<file path="config.mk">
export PLATFORM = sky130hd
export DESIGN_NAME = mask_share_unit
export DESIGN_NICKNAME = d
export VERILOG_FILES = /design/src/rtl/mask_share_pkg.sv /design/src/rtl/mask_share_lfsr.sv /design/src/rtl/mask_share_unit.sv
export SDC_FILE = /design/constraint.sdc
export NUM_CORES = 1
export LEC_CHECK = 0
export CORE_ASPECT_RATIO = 1.25
export CORE_MARGIN = 4
export CORE_UTILIZATION = 45
export CTS_CLUSTER_SIZE = 16
export DETAILED_ROUTE_END_ITERATION = 10
export MAX_ROUTING_LAYER = met4
export PLACE_DENSITY = 0.78
export SLEW_MARGIN = 25
export SYNTH_ARGS = -nofsm -noshare
export SYNTH_HDL_FRONTEND = slang
export SYNTH_SLANG_ARGS = --single-unit
</file>
<file path="constraint.sdc">
create_clock -name g_clk -period 2.2 [get_ports g_clk]
set_input_delay 0.33 -clock g_clk [delete_from_list [all_inputs] [get_ports g_clk]]
set_output_delay 0.33 -clock g_clk [all_outputs]
set_load 0.05 [all_outputs]
</file>
<file path="src/rtl/mask_share_pkg.sv">
// Shared definitions for the boolean-masking unit: op codes, FSM states,
// LFSR feedback polynomials and the share-lane slicing helper.
package mask_share_pkg;

  localparam logic [1:0] MASK_OP_MASK   = 2'b00;
  localparam logic [1:0] MASK_OP_REMASK = 2'b01;
  localparam logic [1:0] MASK_OP_UNMASK = 2'b10;

  localparam logic [63:0] MASK_POLY32 = 64'h0000_0000_8020_0003;
  localparam logic [63:0] MASK_POLY64 = 64'hD800_0000_0000_0000;

  typedef enum logic [1:0] {
    MS_IDLE = 2'd0,
    MS_GEN  = 2'd1,
    MS_DONE = 2'd2
  } mask_state_e;

  // Bit offset of share lane idx in a packed share vector.
  function automatic int unsigned share_lsb(input int unsigned idx, input int unsigned width);
    return idx * width;
  endfunction

endpackage

</file>
<file path="src/rtl/mask_share_lfsr.sv">
// Reseedable Galois LFSR supplying one fresh mask word per step.
// A zero seed is loaded as 1 so the register can never lock up.
module mask_share_lfsr
  import mask_share_pkg::*;
#(
  parameter int unsigned     XLEN      = 32,
  parameter logic [XLEN-1:0] RESET_VAL = XLEN'(32'h0000_0001)
) (
  input  logic            clk,
  input  logic            reset,
  input  logic            step,
  input  logic            load,
  input  logic [XLEN-1:0] seed,
  output logic [XLEN-1:0] value,
  output logic [XLEN-1:0] next_value
);

  localparam logic [XLEN-1:0] POLY = (XLEN == 64) ? XLEN'(MASK_POLY64) : XLEN'(MASK_POLY32);

  // Galois shift: right shift, fold the polynomial in when the LSB falls out.
  always_comb begin
    next_value = (value >> 1) ^ (value[0] ? POLY : '0);
  end

  // State update: reseed has priority over stepping.
  always_ff @(posedge clk) begin
    if (reset) begin
      value <= RESET_VAL;
    end else if (load) begin
      value <= (seed == '0) ? XLEN'(1) : seed;
    end else if (step) begin
      value <= next_value;
    end
  end

endmodule

</file>
<file path="src/rtl/mask_share_unit.sv">
// Multi-cycle NSHARES-way boolean masking unit (MASK / REMASK / UNMASK).
// Optional trace port of the applied randomness: define MASK_SHARE_RVFI_EN.
module mask_share_unit
  import mask_share_pkg::*;
#(
  parameter int unsigned     XLEN       = 32,
  parameter int unsigned     NSHARES    = 2,
  parameter logic [XLEN-1:0] PRNG_RESET = XLEN'(32'h0000_0001)
) (
  input  logic                    g_clk,
  input  logic                    g_reset,
  input  logic                    req_valid,
  output logic                    req_ready,
  input  logic [1:0]              req_op,
  input  logic [XLEN*NSHARES-1:0] req_data,
  output logic                    rsp_valid,
  input  logic                    rsp_ready,
  output logic [XLEN*NSHARES-1:0] rsp_data,
  output logic                    rsp_error,
  input  logic                    prng_seed_valid,
  input  logic [XLEN-1:0]         prng_seed
`ifdef MASK_SHARE_RVFI_EN
  ,
  output logic [XLEN*(NSHARES-1)-1:0] rvfi_mask_data
`endif
);

  localparam int unsigned DW    = XLEN * NSHARES;
  localparam int unsigned CNT_W = 2;

  mask_state_e        state_q, state_d;
  logic [DW-1:0]      data_q, data_d;
  logic [1:0]         op_q, op_d;
  logic               err_q, err_d;
  logic [CNT_W-1:0]   cnt_q, cnt_d;
  logic [XLEN-1:0]    rnd;
  logic [XLEN-1:0]    lfsr_value;
  logic [XLEN-1:0]    unmask_acc;
`ifdef MASK_SHARE_RVFI_EN
  logic [XLEN*(NSHARES-1)-1:0] rvfi_q, rvfi_d;
`endif

  mask_share_lfsr #(
    .XLEN      (XLEN),
    .RESET_VAL (PRNG_RESET)
  ) u_lfsr (
    .clk        (g_clk),
    .reset      (g_reset),
    .step       (state_q == MS_GEN),
    .load       (prng_seed_valid),
    .seed       (prng_seed),
    .value      (lfsr_value),
    .next_value (rnd)
  );

  // Next-state and datapath: accept, per-cycle share refresh, response hold.
  always_comb begin
    state_d    = state_q;
    data_d     = data_q;
    op_d       = op_q;
    err_d      = err_q;
    cnt_d      = cnt_q;
    unmask_acc = '0;
`ifdef MASK_SHARE_RVFI_EN
    rvfi_d     = rvfi_q;
`endif
    for (int unsigned i = 0; i < NSHARES; i++) begin
      unmask_acc = unmask_acc ^ req_data[share_lsb(i, XLEN) +: XLEN];
    end
    case (state_q)
      MS_IDLE: begin
        if (req_valid) begin
          op_d  = req_op;
          cnt_d = '0;
          err_d = 1'b0;
          data_d = '0;
`ifdef MASK_SHARE_RVFI_EN
          rvfi_d = '0;
`endif
          case (req_op)
            MASK_OP_MASK: begin
              data_d[XLEN-1:0] = req_data[XLEN-1:0];
              state_d          = MS_GEN;
            end
            MASK_OP_REMASK: begin
              data_d  = req_data;
              state_d = MS_GEN;
            end
            MASK_OP_UNMASK: begin
              data_d[XLEN-1:0] = unmask_acc;
              state_d          = MS_DONE;
            end
            default: begin
              err_d   = 1'b1;
              state_d = MS_DONE;
            end
          endcase
        end
      end
      MS_GEN: begin
        // A concurrent reseed stalls this step; the next cycle uses the new seed.
        if (!prng_seed_valid) begin
          for (int unsigned k = 1; k < NSHARES; k++) begin
            if (cnt_q == CNT_W'(k - 1)) begin
              if (op_q == MASK_OP_REMASK) begin
                data_d[share_lsb(k, XLEN) +: XLEN] = data_q[share_lsb(k, XLEN) +: XLEN] ^ rnd;
              end else begin
                data_d[share_lsb(k, XLEN) +: XLEN] = rnd;
              end
`ifdef MASK_SHARE_RVFI_EN
              rvfi_d[share_lsb(k - 1, XLEN) +: XLEN] = rnd;
`endif
            end
          end
          data_d[XLEN-1:0] = data_q[XLEN-1:0] ^ rnd;
          if (cnt_q == CNT_W'(NSHARES - 2)) begin
            state_d = MS_DONE;
          end else begin
            cnt_d = cnt_q + CNT_W'(1);
          end
        end
      end
      MS_DONE: begin
        if (rsp_ready) begin
          state_d = MS_IDLE;
        end
      end
      default: begin
        state_d = MS_IDLE;
      end
    endcase
  end

  // State and datapath registers.
  always_ff @(posedge g_clk) begin
    if (g_reset) begin
      state_q <= MS_IDLE;
      data_q  <= '0;
      op_q    <= MASK_OP_MASK;
      err_q   <= 1'b0;
      cnt_q   <= '0;
`ifdef MASK_SHARE_RVFI_EN
      rvfi_q  <= '0;
`endif
    end else begin
      state_q <= state_d;
      data_q  <= data_d;
      op_q    <= op_d;
      err_q   <= err_d;
      cnt_q   <= cnt_d;
`ifdef MASK_SHARE_RVFI_EN
      rvfi_q  <= rvfi_d;
`endif
    end
  end

  assign req_ready = (state_q == MS_IDLE);
  assign rsp_valid = (state_q == MS_DONE);
  assign rsp_data  = data_q;
  assign rsp_error = err_q;
`ifdef MASK_SHARE_RVFI_EN
  assign rvfi_mask_data = rvfi_q;
`endif

endmodule

</file>
==> metrics.txt, run 1 <==
Final Cycle Share 88.09%; maxcap violations 0; Non-Filler Instances 1135; top fanout value on the critical path 3; WP buf/inv 1; total vias in the final route slightly below 7000; r2r worst-path depth 5; pre-CTS setup slack 180.1 ps; Post-Syn Instances between 800 and 900; final setup margin 262.0 ps; Peak Freq ~0.52 GHz; ys flop type dfxtp_1; Antenna diodes 0; Seq. cell area about 0.0021 mm2; Req. time, crit path 1870 ps; post-cts hold buffer count 0; die width 114.6 um; Yosys reg bits about 100; Vias/cell 6.113; Syn Std Cell Area 0.006395 mm2; routability cong. 0.8829; Slew Viols, Final 0; Final HPWL DP 15190 um; CP Class flip-flop to primary output; setup tns final 0 ps; Power Total roughly 0.0060 W; EDFF count, synth 0; RSZ-0062 raised after global routing false; PwrDens 698.1 mW/mm2; YS warnings 0; Setup crit start kind flip-flop; multi-input gate area in the final layout 0.003981 mm2; H-Tree Level Count 3; Hold WC Path Type flip-flop to flip-flop; first-pass GRT wire length 34200 um; crit end category primary output; core area 0.01387 mm2; Leak about 2.9 nW; clk_lat worst skew approximately 350 ps; post-synth top area share 32.24%; Final Setup Violations 0; GRT overflow 0; Max-slew headroom around three fifths; worst hold path depth 2; Syn Nets 926; number of fill cells in the layout about 1200; number of placement rows 48; Worst R2R End rsp_data[49]; number of CTS-inserted buffers 9; Worst path top cell family by delay buffers and inverters; asr flop ratio synth 0%; initial core utilization 46.09%; Worst Clk Skew 8.600 ps; Clock Root Buffer clkbuf_16; slew of the pin with the lowest slew margin between 500 and 600 ps; die height 141.3 um; initial antenna violation count 0; Reg clk slew, reported paths 70 ps; Hold WS 480.3 ps; CP max stage cell clkdlybuf4s50_1; Final ANT Viol Nets 0; Max stage delay on crit path 840 ps; router iterations before antenna repair 5; Crit. Startpoint rsp_data[32]; PostCTS Resize Cnt 0; per-cell routed wire length 19.28 um; total wire length 21880 um; Reg-to-Reg Start state_q[0]; postcts setup bufs 0; Port Buffers 169; die footprint around 0.016 mm2; Synth cell types 42; share of cells above drive strength 1 8.125%; initial DRC count 454; fin crit period approximately 1900 ps; vias in the first global route 6588; CTS tree yes; Worst Hold Launch cnt_q[1]; Residual DRC 0; Cell Chain, Critical Path clkdlybuf4s50_1; area added between synthesis and finish 34.57%; Register-to-Register Setup Slack 290 ps; Longest Clk Path Bufs 2; largest net degree at the start of global routing 85; IO Count 170; largest cells by area after synthesis dfxtp_1 (32%), nand2_1 (6.0%), nor2_1 (4.8%); DP Cell Count 1119; dominant cell type by area after synthesis dfxtp_1; sequential area share after synthesis 32.24%; Critical Path AT 1610 ps; status completed; maximum VDD drop 0.0003737 V; Global Route Usage Sum 27.05%; Final Net Count approximately 1100; Post-Syn Area per Cell 7.780 um2; clk sinks ~100; final hold vios 0; Hold EP cnt_q[1]
[worst max-delay path by stage]
| stage | end | slack, ps | depth (start not counted) |
|---|---|---|---|
| floorplan | req_ready | 520 | 3 |
| global placement | u_lfsr.value[0] | 120 | 5 |
| detailed placement | u_lfsr.value[0] | 180 | 5 |
| CTS | rsp_data[45] | 270 | 1 |
| global route | rsp_data[63] | 80 | 5 |
| finish | rsp_data[32] | 260 | 1 |
[cell usage after synthesis (4+ instances only)]
cell,count
clkbuf_1,41
nor3b_1,33
inv_1,4
nor2b_1,38
nand2_1,103
a2111oi_0,5
a21o_1,32
nand3b_1,35
a311oi_1,32
nor2_1,82
nand3_1,13
a32o_1,30
a2111oi_2,17
buf_2,30
a31oi_1,9
o22ai_1,27
a21oi_1,61
xnor2_1,31
nand2b_1,4
nor4_1,8
dfxtp_1,103
o21ai_0,53
[cells in the final DEF, fill, tap and decap left out, types with 3 or more instances in the layout]
cell,Yosys,final
buf_12,0,6
a2111oi_2,17,17
nor2_1,82,81
clkdlybuf4s50_1,0,163
o22ai_1,27,27
o21ai_0,53,53
clkbuf_16,0,9
xnor2_1,31,31
a21oi_1,61,60
dfxtp_1,103,103
nand3b_1,35,35
buf_2,30,4
a21o_1,32,32
a311oi_1,32,32
nand4_1,3,3
inv_1,4,4
nor3b_1,33,33
nor4_1,8,8
buf_4,3,28
a31oi_1,9,9
xor2_1,3,3
a2111oi_0,5,5
nand2_1,103,103
a32o_1,30,30
bufinv_16,0,3
nand2b_1,4,3
nand3_1,13,13
nor2b_1,38,36
[cells by family after synthesis]
logic type | after synthesis | synth area share, %
fa+ha+maj | 1 | 0.1956
flops | 103 | 32.24
buf+inv | 83 | 5.909
xor+xnor | 34 | 4.657
compound gates | 275 | 31.11
simple gates | 326 | 25.89
[layer usage]
metal | vias up | share of wire [%] | track usage [%]
li1 | 3292 | - | -
met1 | 3301 | 40 | 32.88
met2 | 300 | 51 | 45.02
met3 | 45 | 6.5 | 3.370
met4 | 0 | 3.2 | 11.38
met5 | - | 0 | -
[metrics by stage]
step	instance area, um2	utilization, %
after floorplan	6395	-
after global placement	8259	59.53
after detailed placement	8259	59.53
after CTS	8606	62.03
after global routing	8606	62.03
final	8606	62.03
[cell type report]
class | instances | area share (%)
well taps | 175 | 2.544
clock inverters | 6 | 1.250
repair buffers | 201 | 23.03
flip-flops and latches | 103 | 23.96
multi-input cells | 636 | 46.26
clock buffers | 10 | 2.777
inverters | 4 | 0.1745
[registers in the layout (all words and copies together), names as in the netlist]
| name | count |
|---|---|
| state_q | 2 |
| u_lfsr.value | 32 |
| cnt_q | 2 |
| rsp_error | 1 |
| rsp_data | 64 |
| op_q | 2 |
[where the power goes]
part	total (W)	switching [W]	leakage (nW)	internal (W)
clock network	0.00187	0.000730	0.168	0.00114
registers	0.00220	0.000171	0.848	0.00203
logic	0.00194	0.00116	1.84	0.000779
total	0.00601	0.00206	2.86	0.00395
[worst register-to-register path: cells and delay by family, from the launching register on]
family	cells	cell delay [ps]
simple gates	2	330
flops	1	650
buf+inv	1	240
compound gates	2	580
Power figures use the tool's default switching activity.
==> inputs of run 2 (changes only) <==
ABC_CLOCK_PERIOD_IN_PS = 2200   (was default)
PLACE_DENSITY = 0.84   (was 0.78)
==> run 2 against run 1 <==
  * Flip-flop and latch count unchanged
  * Power down 6.1%
  * Final cell count about the same
  * Non-clock buffer count up 1
  * Wire length down 1.7%
  * Setup slack about the same
  * First-iteration DRC count up 20%
  * Register-to-register slack better by 70 ps
  * Maximum frequency about the same
  * Global-route usage down 0.47 points
==> metrics.txt, run 2 (synthesis gave the netlist of run 1 again) <==
status completed; area added between synthesis and finish 34.06%; Cell Chain, Critical Path clkdlybuf4s50_1; routability cong. 0.9086; vias in the first global route roughly 6500; Final Cycle Share 88.10%; router iterations before antenna repair 5; Setup crit start kind flip-flop; postcts setup bufs 0; clk sinks roughly 100; final hold vios 0; Hold WC Path Type primary input to flip-flop; Slew Viols, Final 0; max reg flops 64; Final Cell Area ~0.0086 mm2; CP Class flip-flop to primary output; Global Route Usage Sum a little over a quarter; per-cell routed wire length 18.93 um; slew of the pin with the lowest slew margin 582.2 ps; maximum VDD drop 0.0004177 V; RSZ-0062 raised after global routing false; die footprint 0.01619 mm2; fin crit period between 1500 and 2000 ps; Clock Root Buffer clkbuf_16; top fanout value on the critical path 3; Longest Clk Path Bufs 2; Worst Clk Skew 10.80 ps; Final ANT Viol Nets 0; number of CTS-inserted buffers 9; Placed Area 0.008304 mm2; total vias in the final route 6963; number of fill cells in the layout 1201; PwrDens between 600 and 700 mW/mm2; first-pass GRT wire length 33670 um; maxcap violations 0; Peak Freq ~0.52 GHz; initial core utilization 46.09%; CTS tree yes; CP max stage cell clkdlybuf4s50_1; Critical Path AT ~1600 ps; Residual DRC 0; initial DRC count approximately 550; Max-slew headroom 61.07%; Max stage delay on crit path just under 900 ps; Leak 2.832 nW; PostCTS Resize Cnt 0; post-cts hold buffer count 0; Port Buffers 169; core area roughly 0.014 mm2; die width 114.6 um; Power Total 0.005642 W; largest net degree at the start of global routing 45; clk_lat worst skew 350 ps; Worst path top cell family by delay buffers and inverters; die height roughly 140 um; Hold WS 449.8 ps; setup tns final 0 ps; most common cell after layout, fill and taps aside clkdlybuf4s50_1; Req. time, crit path 1870 ps; crit end category primary output; Vias/cell around 6.1; WP buf/inv 1; GRT overflow 0; total wire length roughly 22000 um; Final Setup Violations 0; IO Count 170; H-Tree Level Count 3; initial antenna violation count 2; Final Net Count roughly 1100; most frequent cells in the layout clkdlybuf4s50_1 (163), nand2_1 (103), dfxtp_1 (103); Reg clk slew, reported paths 70 ps; share of cells above drive strength 1 7.925%; Final HPWL DP 15380 um; number of placement rows 48
## run 2: per-layer routing
layer | vias to the layer above | wire length [um] | share of wire, % | track usage (%)
met2 | 297 | 10580 | 49 | 42.84
li1 | 3300 | - | - | -
met5 | - | 0 | 0 | -
met4 | 0 | 1113 | 5.2 | 15.13
met1 | 3294 | 8540 | 40 | 31.64
met3 | 72 | 1265 | 5.9 | 3.626
## run 2: layout make-up
| type | count | area [um2] | share of cell area (%) |
|---|---|---|---|
| multi-input combinational | 636 | 3981 | 46.44 |
| sequential | 103 | 2062 | 24.05 |
| timing repair buffer | 202 | 2027 | 23.64 |
| clock buffer | 11 | 242.7 | 2.831 |
| tap | 175 | 219.0 | 2.554 |
| clock inverter | 3 | 21.27 | 0.2481 |
| inverter | 4 | 15.01 | 0.1751 |
| antenna | 2 | 5.005 | 0.05838 |
## run 2: final timing paths
kind | endpoint | startpoint | cells after the start | slack, ps
hold reg to reg | cnt_q[1] | cnt_q[1] | 2 | 490
setup reg to reg | cnt_q[0] | state_q[0] | 4 | 360
setup / recovery | rsp_data[46] | rsp_data[46] | 1 | 260
hold / removal | u_lfsr.value[1] | g_reset | 2 | 450
## run 2: where the power goes
group	switching, W	internal, W
sequential	0.000158	0.00203
combinational	0.00117	0.000792
clock	0.000701	0.000787
total	0.00203	0.00361
## run 2: per-stage QoR
| step | instances | util [%] | setup slack [ps] |
|---|---|---|---|
| floorplan | 822 | - | 524.4 |
| global placement | 1120 | 59.86 | 238.8 |
| detailed placement | 1120 | 59.86 | 222.8 |
| CTS | 1134 | 61.76 | 276.6 |
| global route | 1136 | 61.80 | 223.0 |
| finish | 1136 | 61.80 | 261.8 |
